$ cat config.mk
export PLATFORM = sky130hd
export DESIGN_NAME = snake_input_arbiter
export DESIGN_NICKNAME = d
export VERILOG_FILES = /design/src/rtl/snake_input_arbiter.sv
export SDC_FILE = /design/constraint.sdc
export NUM_CORES = 1
export LEC_CHECK = 0
export BUFFER_PORTS_ARGS = -buffer_cell sky130_fd_sc_hd__buf_4
export CORE_MARGIN = 2
export CORE_UTILIZATION = 50
export CTS_CLUSTER_DIAMETER = 50
export CTS_CLUSTER_SIZE = 20
export DETAILED_ROUTE_END_ITERATION = 8
export PLACE_DENSITY = 0.64
export SYNTH_ARGS = -nofsm -noshare
export SYNTH_HDL_FRONTEND = slang
export SYNTH_SLANG_ARGS = --single-unit
$ cat constraint.sdc
create_clock -name clk -period 3.1 [get_ports clk]
set_clock_uncertainty 0.2 [all_clocks]
set_input_delay 0.31 -clock clk [delete_from_list [all_inputs] [get_ports clk]]
set_output_delay 0.31 -clock clk [all_outputs]
set_load 0.02 [all_outputs]
$ cat src/rtl/snake_input_arbiter.sv
// snake_input_arbiter
// Synchronises and debounces the board direction buttons and the pause/restart
// switches, round-robin arbitrates direction presses and queues legal turns in a
// small FIFO that the game core pops once per snake step.
module snake_input_arbiter #(
  parameter int DEBOUNCE_CYCLES = 250000,
  parameter int FIFO_DEPTH      = 2
) (
  input  logic                              clk,
  input  logic                              rst_n,
  input  logic                              i_up,
  input  logic                              i_down,
  input  logic                              i_left,
  input  logic                              i_right,
  input  logic                              i_pause,
  input  logic                              i_restart,
  input  logic                              i_step,
  output logic [1:0]                        o_dir,
  output logic                              o_pause,
  output logic                              o_restart,
  output logic [$clog2(FIFO_DEPTH+1)-1:0]   o_level
);

  // Input vector bit order: 0 up, 1 right, 2 down, 3 left (matches the direction
  // encoding so a pending bit index is its direction code), 4 pause, 5 restart.
  localparam int NIN = 6;
  localparam int CW  = $clog2(DEBOUNCE_CYCLES);
  localparam int LW  = $clog2(FIFO_DEPTH + 1);

  localparam logic [CW-1:0] CNT_LAST  = CW'(DEBOUNCE_CYCLES - 1);
  localparam logic [CW-1:0] CNT_ONE   = CW'(1);
  localparam logic [CW-1:0] CNT_ZERO  = {CW{1'b0}};
  localparam logic [LW-1:0] LVL_ZERO  = {LW{1'b0}};
  localparam logic [LW-1:0] LVL_ONE   = LW'(1);
  localparam logic [LW-1:0] LVL_FULL  = LW'(FIFO_DEPTH);
  localparam logic [1:0]    DIR_RIGHT = 2'b01;

  // Input conditioning state
  logic [NIN-1:0] raw_s;
  logic [NIN-1:0] sync1_q;
  logic [NIN-1:0] sync2_q;
  logic [NIN-1:0] deb_q;
  logic [NIN-1:0] deb_d;
  logic [NIN-1:0] deb_prev_q;
  logic [CW-1:0]  cnt_q [NIN];
  logic [CW-1:0]  cnt_d [NIN];

  // Arbitration / queue state
  logic [3:0]     pending_q;
  logic [3:0]     pending_d;
  logic [1:0]     rr_q;
  logic [1:0]     rr_d;
  logic [1:0]     dir_q;
  logic [1:0]     dir_d;
  logic [LW-1:0]  level_q;
  logic [LW-1:0]  level_d;
  logic [1:0]     fifo_q [FIFO_DEPTH];
  logic [1:0]     fifo_d [FIFO_DEPTH];
  logic           restart_q;

  // Decoded control
  logic           pause_s;
  logic           restart_s;
  logic [3:0]     press_s;
  logic           grant_valid_s;
  logic [1:0]     grant_s;
  logic [1:0]     idx_s;
  logic [3:0]     grant_oh_s;
  logic           arb_grant_s;
  logic [1:0]     ref_dir_s;
  logic           pop_s;
  logic           full_s;
  logic           accept_s;

  assign raw_s     = {i_restart, i_pause, i_left, i_down, i_right, i_up};
  assign pause_s   = deb_q[4];
  assign restart_s = deb_q[5] & ~deb_prev_q[5];
  // Presses are masked while paused, so they are never recorded as pending.
  assign press_s   = deb_q[3:0] & ~deb_prev_q[3:0] & {4{~pause_s}};

  assign o_dir     = dir_q;
  assign o_pause   = deb_q[4];
  assign o_restart = restart_q;
  assign o_level   = level_q;

  // Debounce next state: a level flips only after the synced input has differed for DEBOUNCE_CYCLES cycles.
  always_comb begin
    deb_d = deb_q;
    for (int i = 0; i < NIN; i++) begin
      cnt_d[i] = CNT_ZERO;
      if (sync2_q[i] != deb_q[i]) begin
        if (cnt_q[i] == CNT_LAST) begin
          deb_d[i] = sync2_q[i];
          cnt_d[i] = CNT_ZERO;
        end else begin
          cnt_d[i] = cnt_q[i] + CNT_ONE;
        end
      end else begin
        cnt_d[i] = CNT_ZERO;
      end
    end
  end

  // Synchroniser, debounce counters and edge-detect history.
  always_ff @(posedge clk) begin
    if (!rst_n) begin
      sync1_q    <= {NIN{1'b0}};
      sync2_q    <= {NIN{1'b0}};
      deb_q      <= {NIN{1'b0}};
      deb_prev_q <= {NIN{1'b0}};
      for (int i = 0; i < NIN; i++) begin
        cnt_q[i] <= CNT_ZERO;
      end
    end else begin
      sync1_q    <= raw_s;
      sync2_q    <= sync1_q;
      deb_q      <= deb_d;
      deb_prev_q <= deb_q;
      for (int i = 0; i < NIN; i++) begin
        cnt_q[i] <= cnt_d[i];
      end
    end
  end

  // Round-robin search over pending bits starting at rr_q (next-in-line direction).
  always_comb begin
    grant_valid_s = 1'b0;
    grant_s       = 2'b00;
    idx_s         = 2'b00;
    for (int k = 0; k < 4; k++) begin
      idx_s = rr_q + 2'(k);
      if (!grant_valid_s && pending_q[idx_s]) begin
        grant_valid_s = 1'b1;
        grant_s       = idx_s;
      end else begin
        grant_valid_s = grant_valid_s;
      end
    end
  end

  // Reference direction is the newest queued turn, or the live direction when the queue is empty.
  always_comb begin
    ref_dir_s = dir_q;
    for (int i = 0; i < FIFO_DEPTH; i++) begin
      if (level_q == LW'(i + 1)) begin
        ref_dir_s = fifo_q[i];
      end else begin
        ref_dir_s = ref_dir_s;
      end
    end
  end

  // Grant acceptance: no repeat, no reversal, and room in the queue unless a pop frees a slot.
  always_comb begin
    grant_oh_s  = 4'b0001 << grant_s;
    arb_grant_s = grant_valid_s & ~pause_s & ~restart_s;
    pop_s       = i_step & ~pause_s & ~restart_s & (level_q != LVL_ZERO);
    full_s      = (level_q == LVL_FULL);
    accept_s    = arb_grant_s
                  && (grant_s != ref_dir_s)
                  && (grant_s != (ref_dir_s ^ 2'b10))
                  && (!full_s || pop_s);
  end

  // Next state of queue, direction, pending bits and RR pointer; restart flushes everything.
  always_comb begin
    fifo_d    = fifo_q;
    level_d   = level_q;
    dir_d     = dir_q;
    pending_d = pending_q;
    rr_d      = rr_q;
    if (pop_s) begin
      dir_d = fifo_q[0];
      for (int i = 0; i < FIFO_DEPTH - 1; i++) begin
        fifo_d[i] = fifo_q[i + 1];
      end
      level_d = level_q - LVL_ONE;
    end else begin
      dir_d = dir_q;
    end
    if (accept_s) begin
      for (int i = 0; i < FIFO_DEPTH; i++) begin
        if (LW'(i) == level_d) begin
          fifo_d[i] = grant_s;
        end else begin
          fifo_d[i] = fifo_d[i];
        end
      end
      level_d = level_d + LVL_ONE;
    end else begin
      level_d = level_d;
    end
    if (arb_grant_s) begin
      pending_d = pending_q & ~grant_oh_s;
      rr_d      = grant_s + 2'b01;
    end else begin
      pending_d = pending_q;
    end
    pending_d = pending_d | press_s;
    if (restart_s) begin
      level_d   = LVL_ZERO;
      dir_d     = DIR_RIGHT;
      pending_d = 4'b0000;
    end else begin
      level_d = level_d;
    end
  end

  // Arbiter, FIFO and output registers.
  always_ff @(posedge clk) begin
    if (!rst_n) begin
      pending_q <= 4'b0000;
      rr_q      <= 2'b00;
      dir_q     <= DIR_RIGHT;
      level_q   <= LVL_ZERO;
      restart_q <= 1'b0;
      for (int i = 0; i < FIFO_DEPTH; i++) begin
        fifo_q[i] <= 2'b00;
      end
    end else begin
      pending_q <= pending_d;
      rr_q      <= rr_d;
      dir_q     <= dir_d;
      level_q   <= level_d;
      restart_q <= restart_s;
      for (int i = 0; i < FIFO_DEPTH; i++) begin
        fifo_q[i] <= fifo_d[i];
      end
    end
  end

endmodule

After elaboration in Yosys (flattened, before gate mapping):

Memories as Yosys holds them, arrays and structs flattened.
Cells that the tools add are included.

* ROM bits: 0
* memories: 1
* bits in registers: 39
* latch bits: 0
* bits of input ports: 9
* RAM bits: 108

Memories
* cnt_q: words 6, bits a word 18, read ports 6, clocked after Yosys merged registers in 0, write ports 6, RTL line 45 `logic [CW-1:0] cnt_q [NIN];`

* reduce and logical (&&, ||, !) cells: 21
* multiplexer cells: 45
* eq/ne operators: 17
* shift operators: 1
* add/subtract/negate cells: 12
* div/mod/pow operators: 0
* bitwise logic cells: 23
* multipliers: 0
* order comparisons: 4

Operator list (number)
* 18-bit two-way mux: 18
* 18-bit by 1-bit adder with 18-bit output, second input constant: 6
* 18-bit == test, second input constant: 6
* 2-bit two-way mux: 11
* 2-bit AND reduction: 7
* 4-bit AND: 3
* 2-bit by 3-bit < comparator with 1-bit output, second input constant: 4
* 1-bit two-way mux: 10
* 1-bit binary-select mux with 2-bit select: 4
* 4-bit two-way mux: 2
* 4-bit NOT: 2
* 2-bit by 1-bit adder with 2-bit output, second input constant: 3
* 1-bit AND: 6
* 1-bit logical AND: 6
* 1-bit != test: 6
* 1-bit OR: 6
* 1-bit NOT: 5
* 2-bit adder, second input constant: 2
* 1-bit zero test: 4
* 2-bit != test: 2
* 4-bit OR: 1
* 1-bit by 2-bit << shifter with 4-bit output, first input constant: 1
* 1-bit by 2-bit == test with 1-bit output, first input constant: 1
* 2-bit by 1-bit == test with 1-bit output, second input constant: 1
* other kinds (6): 6

Depth between registers and ports, before layout:

Gate-level depths: netlist (run 1).

* depth after elaboration: 18
* mapped depth: 10
* mapped depth without buffers: 10

Worst setup path before layout (run 1):

Ideal clock, no wire load.

* path type: register -> register
* start: reg level_q[0], in the netlist o_level[0]
* end: reg level_q[1], in the netlist o_level[1]
* stages on the path, launching flop included: 7
* arrival time: 2.023 ns
* required time: 2.777 ns
* buffers on the path: 0
* path slack: 0.753 ns
* period minus slack after synthesis: 2.347 ns
* cell sequence: dfxtp_1 -> inv_1 -> ha_1 -> nand2b_1 -> a2111oi_1 -> a21boi_2 -> mux2_1

* longest elaborated chain between the ends: 8

Ends and longest elaborated chain
* from (decl): RTL line 55 `logic [LW-1:0] level_q;`
* from (signal assigned): RTL line 224 `level_q <= level_d;`
* 2-bit by 1-bit == test with 1-bit output: RTL line 145 `if (level_q == LW'(i + 1)) begin`
* 2-bit two-way mux (2 in a row): RTL line 145
* 2-bit != test / 1-bit NOT (equally long branches)
* 1-bit logical AND / 2-bit != test (equally long branches): RTL line 160, 161
* 1-bit logical AND: RTL line 161 `&& (grant_s != (ref_dir_s ^ 2'b10))`
* 1-bit logical AND: RTL line 162 `&& (!full_s || pop_s);`
* 2-bit two-way mux (*): RTL line 181 `if (accept_s) begin`

Every way passes the cells marked *; elsewhere a longest branch is shown, timed or not.
A chain may end at the register's enable or synchronous reset.

Final worst setup path (run 1):

* start: reg level_q[1], in the netlist o_level[1]
* end: reg fifo_q[2] (netlist name)

* longest elaborated chain between the ends: 8

Ends and longest elaborated chain
* 2-bit by 1-bit == test with 1-bit output: RTL line 145
* 2-bit two-way mux (2 in a row): RTL line 145
* 2-bit != test / 1-bit NOT (equally long branches)
* 1-bit logical AND / 2-bit != test (equally long branches): RTL line 160, 161
* 1-bit logical AND: RTL line 161
* 1-bit logical AND: RTL line 162
* 4-bit two-way mux (*): RTL line 181
* to (signal, indexed assignment): RTL line 227 `fifo_q[i] <= fifo_d[i];`
* to (decl): RTL line 57 `logic [1:0] fifo_q [FIFO_DEPTH];`

Marks and branches as above.

==> results.tsv, run 1 <==
metric	value	unit
reg2reg start	o_level[1]	
clock tree buffer depth	2	
YS warnings	0	
sequential cell area	2920	um^2
hold path depth	2	
Initial DRC Count	211	
antenna fix cells	0	
setup bufs post-CTS	0	
DR vias	4563	
grt total ovfl	0	
max_cap viols	0	
initial antenna violation count	0	
ys flop type	dfxtp_1	
Leakage	2.46	nW
Yosys reg bits	146	
GPL Wtd Cong	0.825	
worst-margin pin slew	743	ps
first-pass GRT wire length	18900	um
Seq/Total Area, Yosys	46.4	%
Die X	116	um
Initial Utilization	50.6	%
hpwl dp	7360	um
clock root buffer	clkbuf_16	
H-tree levels	4	
TritonCTS clock tree	done	
setup violators final	0	
# hold bufs at CTS	6	
Area Overhead vs Synth	14.4	%
layout cells sized above 1	7.54	%
met1 usage	21.9	%
Crit Path Max Fanout	8	
nets	754	
first drt pass iteration count	6	
antenna viol nets, final	0	
final core occ	57.9	%
Max VDD drop	0.000300	V
GR peak layer	met2	
fillers	1105	
Crit. End Element	register	
GRT met3 Usage	4.36	%
core box area	12500	um^2
Critical Path, Cell by Cell	inv_1 > ha_1 > nand2b_1 > nor3_4 > nand2_1 > o21ai_0 > ha_1 > nand2_1 > a21oi_2 > mux2i_1	
Worst setup SP type	register	
I/O Pins	15	
clk slew on worst S/H paths	60	ps
Die Area	13500	um^2
Die Ht	116	um
post-CTS resize count	0	
vias in the first global route	4393	
Crit Path Class	reg2reg	
Mapped Nets	731	
R2R setup slack	700	ps
Worst Reg-to-Reg Cells	10	
Placed Cells	877	
RSZ-0062 raised after global routing	false	
Post-Route WL	10700	um
post-synthesis cell count	707	
CP Data Required Time	3240	ps
Min Hold Slack	134	ps
synthesized cell area	6300	um^2
mean post-synth cell area	8.92	um^2
Worst EP arrival	2540	ps
CTS sink cnt	146	
final cell count without fillers	915	
setup tns final	0	ps
Hold Path End	rr_q[1]	
Peak Freq	417	MHz
crit path time final	2400	ps
period utilisation layout	77.3	%
outcome	finished, final reports clean	
Critical path buffers and inverters	1	
FFs w/ async S/R, synth	0	%
average wire per standard cell	11.7	um
Post-synth EDFFs	0	
clk_lat worst skew	410	ps
final hold vios	0	
std cell rows	41	
fin. max-slew vios	0	
PwrDens	585	nW/um^2
Total GRT Usage	17.5	%
hold_sp	rst_n	
largest net degree at the start of global routing	41	
multi-input logic area	3210	um^2
worst min-delay path class	in2reg	
Worst R2R End	fifo_q[2]	
IO buf count	14	
unique cell type count in the Yosys netlist	45	
Top delay family on crit path	simple AND/OR/NAND/NOR gates	
GR Util met2	28.1	%
Vias/cell	4.99	
TritonCTS Buffers	17	
CP Depth	10	
slowest stage delay, CP	390	ps
number of remaining DRC errors	0	
Worst path slowest cell	dfxtp_1	
Rel. slew slack	50.0	%
[per-stage QoR]
step                cell area, um^2  total power (W)  worst slack (ps)
floorplan                      6300          0.00208               753
global placement               6530          0.00213               827
detailed placement             6530          0.00213               702
CTS                            7210          0.00427               691
global route                   7210          0.00439               464
finish                         7210          0.00422               704
[report_power, final]
| part | total, W | internal [W] | switching, W |
|---|---|---|---|
| sequential | 0.00191 | 0.00190 | 0.0000132 |
| combinational | 0.000188 | 0.0000795 | 0.000108 |
| clock | 0.00212 | 0.00138 | 0.000738 |
| total | 0.00422 | 0.00336 | 0.000859 |
[cell usage after synthesis (all sizes together) (4+ instances only)]
cell type	n	area share [%]
nor2	146	8.7
nand3	47	3.7
nor4b	5	0.69
nand2	54	3.2
mux2i	13	2.1
nor4	11	1.2
nor3	19	1.7
a21oi	7	0.67
xor2	53	7.4
and4	5	0.69
dfxtp	146	46
nand4	21	2.1
xnor2	50	6.9
ha	15	3.0
or2	5	0.50
clkbuf	9	0.54
nor2b	10	1.1
nor3b	5	0.60
o21ai	4	0.32
buf	8	1.1
nand3b	5	0.60
and3	11	1.1
and2	20	2.0
inv	18	1.1
[kinds of logic after synthesis]
logic type                 Yosys count  synth area share, %
and+or+nand+nor                    372                 28.8
muxes                               16                 2.60
xor gates and xnor gates           103                 14.3
AOI/OAI and AO/OA                   20                 2.26
buffers and inverters               35                 2.66
adders and majority gates           15                 2.98
DFF                                146                 46.4
[flip-flops by register name (all words and copies together), names as in the netlist]
| name | cells |
|---|---|
| fifo_q | 4 |
| sync1_q | 6 |
| deb_prev_q | 5 |
| cnt_q | 108 |
| rr_q | 2 |
| o_restart | 1 |
| o_dir | 2 |
| deb_q | 6 |
| pending_q | 4 |
| o_level | 2 |
| sync2_q | 6 |
[area by class of cell]
cell class / instances / area share (%)
flip-flops and latches: 146 / 40.5
inverters: 18 / 0.937
clock inverters: 10 / 2.17
multi-input cells: 526 / 44.6
clock buffers: 22 / 6.44
well taps: 172 / 2.98
repair buffers: 21 / 2.39
[worst max path at each step]
| stage | start | end | slack, ps |
|---|---|---|---|
| final | o_level[1] | fifo_q[2] | 700 |
| after global routing | o_level[1] | fifo_q[2] | 460 |
| after CTS | o_level[1] | fifo_q[2] | 690 |
| after detailed placement | o_level[1] | fifo_q[2] | 700 |
| after global placement | o_level[1] | fifo_q[1] | 830 |
| after floorplan | o_level[0] | o_level[1] | 750 |
[cells in the final DEF (no fill, tap or decap), types with 3 or more instances in the layout]
cell,instances
a21oi_1,5
and2_1,20
and3_1,11
and4_1,5
buf_4,15
bufinv_16,4
clkbuf_1,3
clkbuf_16,17
clkinv_2,4
dfxtp_1,146
dlygate4sd3_1,6
ha_1,15
inv_1,18
mux2i_1,13
nand2_1,54
nand2b_1,3
nand3_1,47
nand3b_1,5
nand4_1,21
nor2_1,146
nor2b_1,9
nor3_1,18
nor3b_1,5
nor4_1,10
nor4b_1,5
o21ai_0,4
or2_2,3
xnor2_1,50
xor2_1,53
[per-layer routing]
| metal | vias up | share of wire (%) |
|---|---|---|
| met2 | 43 | 46 |
| met5 | - | 0 |
| met4 | 0 | 2.2 |
| met1 | 2103 | 49 |
| met3 | 20 | 2.5 |
| li1 | 2397 | - |
Power figures use the tool's default switching activity.
==> run 2, diff against run 1 <==
==> constraint.sdc (replaced) <==
create_clock -name clk -period 2.4 [get_ports clk]
set_clock_uncertainty 0.2 [all_clocks]
set_input_delay 0.24 -clock clk [delete_from_list [all_inputs] [get_ports clk]]
set_output_delay 0.24 -clock clk [all_outputs]
set_load 0.02 [all_outputs]
==> run 2 against run 1 <==
- first-iteration DRC count increased by 0.47%
- combinational power increased by 37%
- critical path depth decreased by 4
==> results.tsv, run 2 (synthesis results as in run 1) <==
metric	value	unit	change
Setup WS pre-CTS	101	ps	-601 ps
Worst EP arrival	2300	ps	-240 ps
fillers	1134		+2.6%
Area Overhead vs Synth	16.2	%	
initial antenna violation count	0		unchanged
clock root buffer	clkbuf_16		
Worst setup SP type	register		
layout cells sized above 1	9.54	%	+2.0 points
Crit. Startpoint	o_level[1]		
worst-margin pin slew	520	ps	-224 ps
antenna viol nets, final	0		unchanged
number of remaining DRC errors	0		unchanged
Worst path slowest cell	a2111oi_2		
largest net degree at the start of global routing	35		-15%
most frequent cells in the layout	nor2_1 (146), dfxtp_1 (146), nand2_1 (54), xor2_1 (53), xnor2_1 (50)		
setup violators final	0		unchanged
GPL Wtd Cong	0.792		-4.0%
I/O Pins	15		unchanged
first drt pass iteration count	4		-2
vias in the first global route	4292		-2.3%
hpwl dp	7670	um	+4.2%
Vias/cell	5.01		+0.44%
nets	766		+1.6%
average wire per standard cell	11.8	um	+0.29%
final cell count without fillers	927		+1.3%
TritonCTS clock tree	done		
Comb pwr share	4.7	%	+0.2 points
CTS sink cnt	146		unchanged
setup bufs post-CTS	0		unchanged
crit path time final	2200	ps	-201 ps
IO buf count	14		unchanged
Die X	116	um	unchanged
Crit Path Max Fanout	5		-3
Total GRT Usage	17.5	%	+0.069 points
TritonCTS Buffers	17		unchanged
antenna fix cells	0		unchanged
reg2reg start	o_level[1]		
Placed Cells	889		+1.4%
Rel. slew slack	65.0	%	+15 points
Pint	0.00435	W	+30%
DR vias	4643		+1.8%
final core occ	58.7	%	+0.88 points
RSZ-0062 raised after global routing	false		
first-pass GRT wire length	18900	um	about the same
Net Sw Power	0.00117	W	+36%
Initial Utilization	50.6	%	unchanged
fin. max-slew vios	0		unchanged
Leakage	2.53	nW	+2.8%
period utilisation layout	91.5	%	+14 points
Initial DRC Count	212		+0.47%
Max VDD drop	0.000475	V	+58%
worst min-delay path class	in2reg		
core box area	12500	um^2	unchanged
Critical Path, Cell by Cell	inv_1 > ha_1 > nand2b_1 > a2111oi_2 > a21boi_2 > mux2_1		
clk slew on worst S/H paths	60	ps	about the same
clk_lat worst skew	420	ps	about the same
slowest stage delay, CP	430	ps	+40 ps
Peak Freq	456	MHz	+9.1%
Largest register FFs	108		unchanged
Die Ht	116	um	unchanged
setup tns final	0	ps	unchanged
Post-Route WL	10900	um	+1.6%
clock network power share	50.7	%	+0.4 points
std cell rows	41		unchanged
final hold vios	0		unchanged
clock tree buffer depth	2		unchanged
H-tree levels	4		unchanged
CP Data Required Time	2510	ps	-730 ps
Die Area	13500	um^2	unchanged
Setup WS post-layout	205	ps	-499 ps
hold_sp	rst_n		
total power	0.00552	W	+31%
grt total ovfl	0		unchanged
PwrDens	754	nW/um^2	+29%
max_cap viols	0		unchanged
share of power burned in registers	44.6	%	-0.7 points
outcome	finished, final reports clean		
Crit Path Class	reg2reg		
Sw Share	21.2	%	+0.83 points
Crit. End Element	register		
Largest Register	cnt_q		
[run 2: worst paths after layout]
kind              slack, ps         end  cells past startpoint
setup / recovery        200  o_level[1]                      6
hold / removal           20     rr_q[1]                      2
setup reg to reg        200  o_level[1]                      6
hold reg to reg         230   o_restart                      1
[run 2: what timing repair did]
item | 4_1_cts | 5_1_grt
hold buffers | 6 | 0
endpoints found under the setup margin | 0 | 5
gates resized for setup | 0 | 1
hold endpoints to repair | 6 | 0
[run 2: metrics by stage]
stage / cell area [um^2] / hold slack (ps)
2_1_floorplan: 6300 / 167
3_3_place_gp: 6620 / 214
3_5_place_dp: 6620 / 220
4_1_cts: 7320 / 21.4
5_1_grt: 7320 / 45.1
6_report: 7320 / 24.6
[run 2: worst max-delay path, delay by kind of cell (launching register included)]
family	cells	cell delay [ps]
flops	1	380
compound gates	2	700
simple gates	1	220
buf+inv	1	80
mux	1	330
fa+ha+maj	1	180
[run 2: routing by layer]
layer / share of wire (%) / vias to the layer above / track usage [%]
met5: 0 / - / 0
met4: 2.0 / 0 / 7.54
met3: 2.9 / 19 / 5.14
met2: 47 / 48 / 27.8
met1: 48 / 2155 / 22.3
li1: - / 2421 / -
[run 2: final cells by class]
class	instances	area [um^2]	share of cell area, %
clock inverter	13	183	2.49
timing repair buffer	33	263	3.59
sequential	146	2920	39.9
multi-input combinational	526	3220	44.0
clock buffer	19	453	6.19
tap	172	215	2.94
inverter	18	67.6	0.923
[run 2: power by group through the flow]
| stage | logic [W] | clock network, W | registers [W] |
|---|---|---|---|
| 2_1_floorplan | 0.000161 | 0 | 0.00253 |
| 3_3_place_gp | 0.000240 | 0 | 0.00252 |
| 3_5_place_dp | 0.000254 | 0 | 0.00252 |
| 4_1_cts | 0.000261 | 0.00286 | 0.00247 |
| 5_1_grt | 0.000286 | 0.00297 | 0.00247 |
| 6_report | 0.000258 | 0.00280 | 0.00247 |
==> run 3, diff against run 2 <==
--- a/config.mk
+++ b/config.mk
@@ -5,6 +5,7 @@
 export SDC_FILE = /design/constraint.sdc
 export NUM_CORES = 1
 export LEC_CHECK = 0
+export ABC_AREA = 1
 export BUFFER_PORTS_ARGS = -buffer_cell sky130_fd_sc_hd__buf_4
 export CORE_MARGIN = 2
 export CORE_UTILIZATION = 50
==> run 3 against run 2 <==
- flip-flop and latch count did not move
- die area is 5.3% higher
- worst setup slack got worse by 21 ps
- utilization is 0.18 points lower
- non-clock buffer count shrank 7
- cell area is 4.6% higher
- count of clock-buffer cells in the layout up 3
- synthesized cell count rose by 25%
- maximum frequency is 0.96% lower
==> results.tsv, run 3 <==
metric	value	unit	change
clk slew on worst S/H paths	60	ps	about the same
most frequent cell after synthesis	nand2_1		
Pint	0.00462	W	+6.2%
RSZ-0062 raised after global routing	true		
TritonCTS clock tree	done		
Hold Path End	o_dir[1]		
reg2reg start	o_level[0]		
Net Sw Power	0.00180	W	+54%
GPL Wtd Cong	0.853		+7.7%
clock network power share	41.4	%	-9.3 points
grt total ovfl	0		unchanged
std cell rows	42		+2.4%
synthesized cell area	6650	um^2	+5.4%
Crit. End Element	register		
Worst setup SP type	register		
first drt pass iteration count	4		unchanged
hpwl dp	9230	um	+20%
Die Area	14200	um^2	+5.3%
period utilisation layout	92.4	%	+0.89 points
setup bufs post-CTS	0		unchanged
Setup WS pre-CTS	104	ps	+2.61 ps
H-tree levels	4		unchanged
worst min-delay path class	in2reg		
Mapped Nets	910		+24%
Crit Path Max Fanout	7		+2
mean post-synth cell area	7.50	um^2	-16%
antenna fix cells	0		unchanged
layout cells sized above 1	11.1	%	+1.6 points
Largest Register	cnt_q		
max_cap viols	0		unchanged
number of remaining DRC errors	0		unchanged
ys flop type	dfxtp_1		
antenna viol nets, final	0		unchanged
clk_lat worst skew	420	ps	about the same
Comb pwr share	18.7	%	+14 points
Area Overhead vs Synth	15.3	%	
area post-placement	6950	um^2	+4.9%
clock tree buffer depth	2		unchanged
hold_sp	i_step		
Placed Cells	1071		+20%
IO buf count	14		unchanged
Min Hold Slack	155	ps	+130 ps
unique cell type count in the Yosys netlist	37		-18%
post-synthesis cell count	886		+25%
PwrDens	838	nW/um^2	+11%
Worst Reg-to-Reg Cells	10		+4
commonest non-fill, non-tap cell in the layout	nand2_1		
CTS sink cnt	146		unchanged
Rel. slew slack	73.1	%	+8.1 points
crit path time final	2220	ps	+21.3 ps
FFs w/ async S/R, synth	0	%	unchanged
vias in the first global route	5194		+21%
Sw Share	28.0	%	+6.8 points
final cell count without fillers	1110		+20%
average wire per standard cell	11.3	um	-4.1%
leading area contributor after synthesis	dfxtp_1		
Vias/cell	5.02		+0.26%
Yosys reg bits	146		unchanged
CP Data Required Time	2550	ps	+40 ps
largest net degree at the start of global routing	26		-26%
Peak Freq	451	MHz	-0.96%
core box area	13100	um^2	+5.0%
fin area	7660	um^2	+4.6%
Crit. Startpoint	o_level[0]		
Setup WS post-layout	183	ps	-21.3 ps
DR vias	5574		+20%
clock root buffer	clkbuf_16		
Crit Path Class	reg2reg		
Largest register FFs	108		unchanged
Initial DRC Count	316		+49%
initial antenna violation count	0		unchanged
first-pass GRT wire length	21600	um	+14%
Synth top area share	44.0	%	-2.4 points
I/O Pins	15		unchanged
ranking of synthesized cells by area	dfxtp_1 (44%), nand2_1 (9.5%), inv_1 (7.1%)		
Total GRT Usage	18.4	%	+0.91 points
hold path depth	6		+4
TritonCTS Buffers	17		unchanged
Die Ht	119	um	+2.6%
Initial Utilization	50.8	%	+0.23 points
Worst EP arrival	2370	ps	+70 ps
outcome	finished, final reports clean		
YS warnings	0		unchanged
R2R setup slack	180	ps	-20 ps
most frequent cells in the layout	nand2_1 (167), dfxtp_1 (145), inv_1 (125), nor2_1 (110), a21oi_1 (61)		
fin. max-slew vios	0		unchanged
Seq/Total Area, Yosys	44.0	%	-2.4 points
total power	0.00642	W	+16%
final hold vios	0		unchanged
nets	945		+23%
most frequent cells after synthesis	nand2_1 (168), dfxtp_1 (146), inv_1 (126)		
share of power burned in registers	39.9	%	-4.7 points
Leakage	2.96	nW	+17%
setup violators final	0		unchanged
Max VDD drop	0.000574	V	+21%
Post-synth EDFFs	0		unchanged
Post-Route WL	12500	um	+15%
Worst R2R End	fifo_q[2]		
worst-margin pin slew	400	ps	-120 ps
Die X	119	um	+2.6%
run 3: worst max-delay path, stage by stage (launching register included):
cell and delay (ps):
dfxtp_1 400, inv_1 80, ha_1 200, nor2_1 190, nand2_2 140, xor2_1 280
ha_2 260, inv_1 60, o21ai_0 160, nand2_1 70, a21oi_1 110
run 3: logic make-up (layout without fill, tap and decap cells):
| group | after synthesis | count (layout) | share of synthesized area [%] |
|---|---|---|---|
| compound gates | 108 | 108 | 8.87 |
| xor+xnor | 29 | 29 | 3.82 |
| fa+ha+maj | 15 | 15 | 2.82 |
| buf+inv | 139 | 187 | 8.23 |
| flops | 146 | 146 | 44.0 |
| simple gates | 449 | 449 | 32.3 |
run 3: power groups by stage:
stage	Clock, W	Sequential, W	Combinational (W)
floorplan	0	0.00262	0.000909
global placement	0	0.00261	0.00113
detailed placement	0	0.00261	0.00117
CTS	0.00273	0.00256	0.00118
global route	0.00284	0.00257	0.00138
finish	0.00266	0.00256	0.00120
run 3: worst max-delay path by stage:
stage | endpoint | slack, ps
detailed placement | fifo_q[2] | 100
global placement | fifo_q[2] | 220
floorplan | fifo_q[2] | 240
finish | fifo_q[2] | 180
CTS | fifo_q[2] | 80
global route | fifo_q[2] | -40
run 3: metal layers:
| metal | wire [um] | track usage [%] |
|---|---|---|
| met4 | 204 | 7.13 |
| met3 | 329 | 4.60 |
| met5 | 0 | 0 |
| met2 | 5890 | 32.0 |
| met1 | 6100 | 21.9 |
run 3: cell type report:
cell class,instances,area [um^2]
repair buffers,26,213
multi-input cells,601,3220
flip-flops and latches,146,2920
fillers,1181,5420
clock inverters,10,131
inverters,129,484
well taps,176,220
clock buffers,22,474
run 3: timing repair:
item                       in CTS  in global routing
gates resized for setup         0                 11
setup endpoints to repair       0                 14
hold buffers                    7                  0
hold endpoints to repair        9                  0
run 3: per-stage QoR:
stage	utilization (%)	setup TNS [ps]
after floorplan	-	0
after global placement	53.1	0
after detailed placement	53.1	0
after CTS	58.3	0
after global routing	58.6	-70.2
final	58.6	0
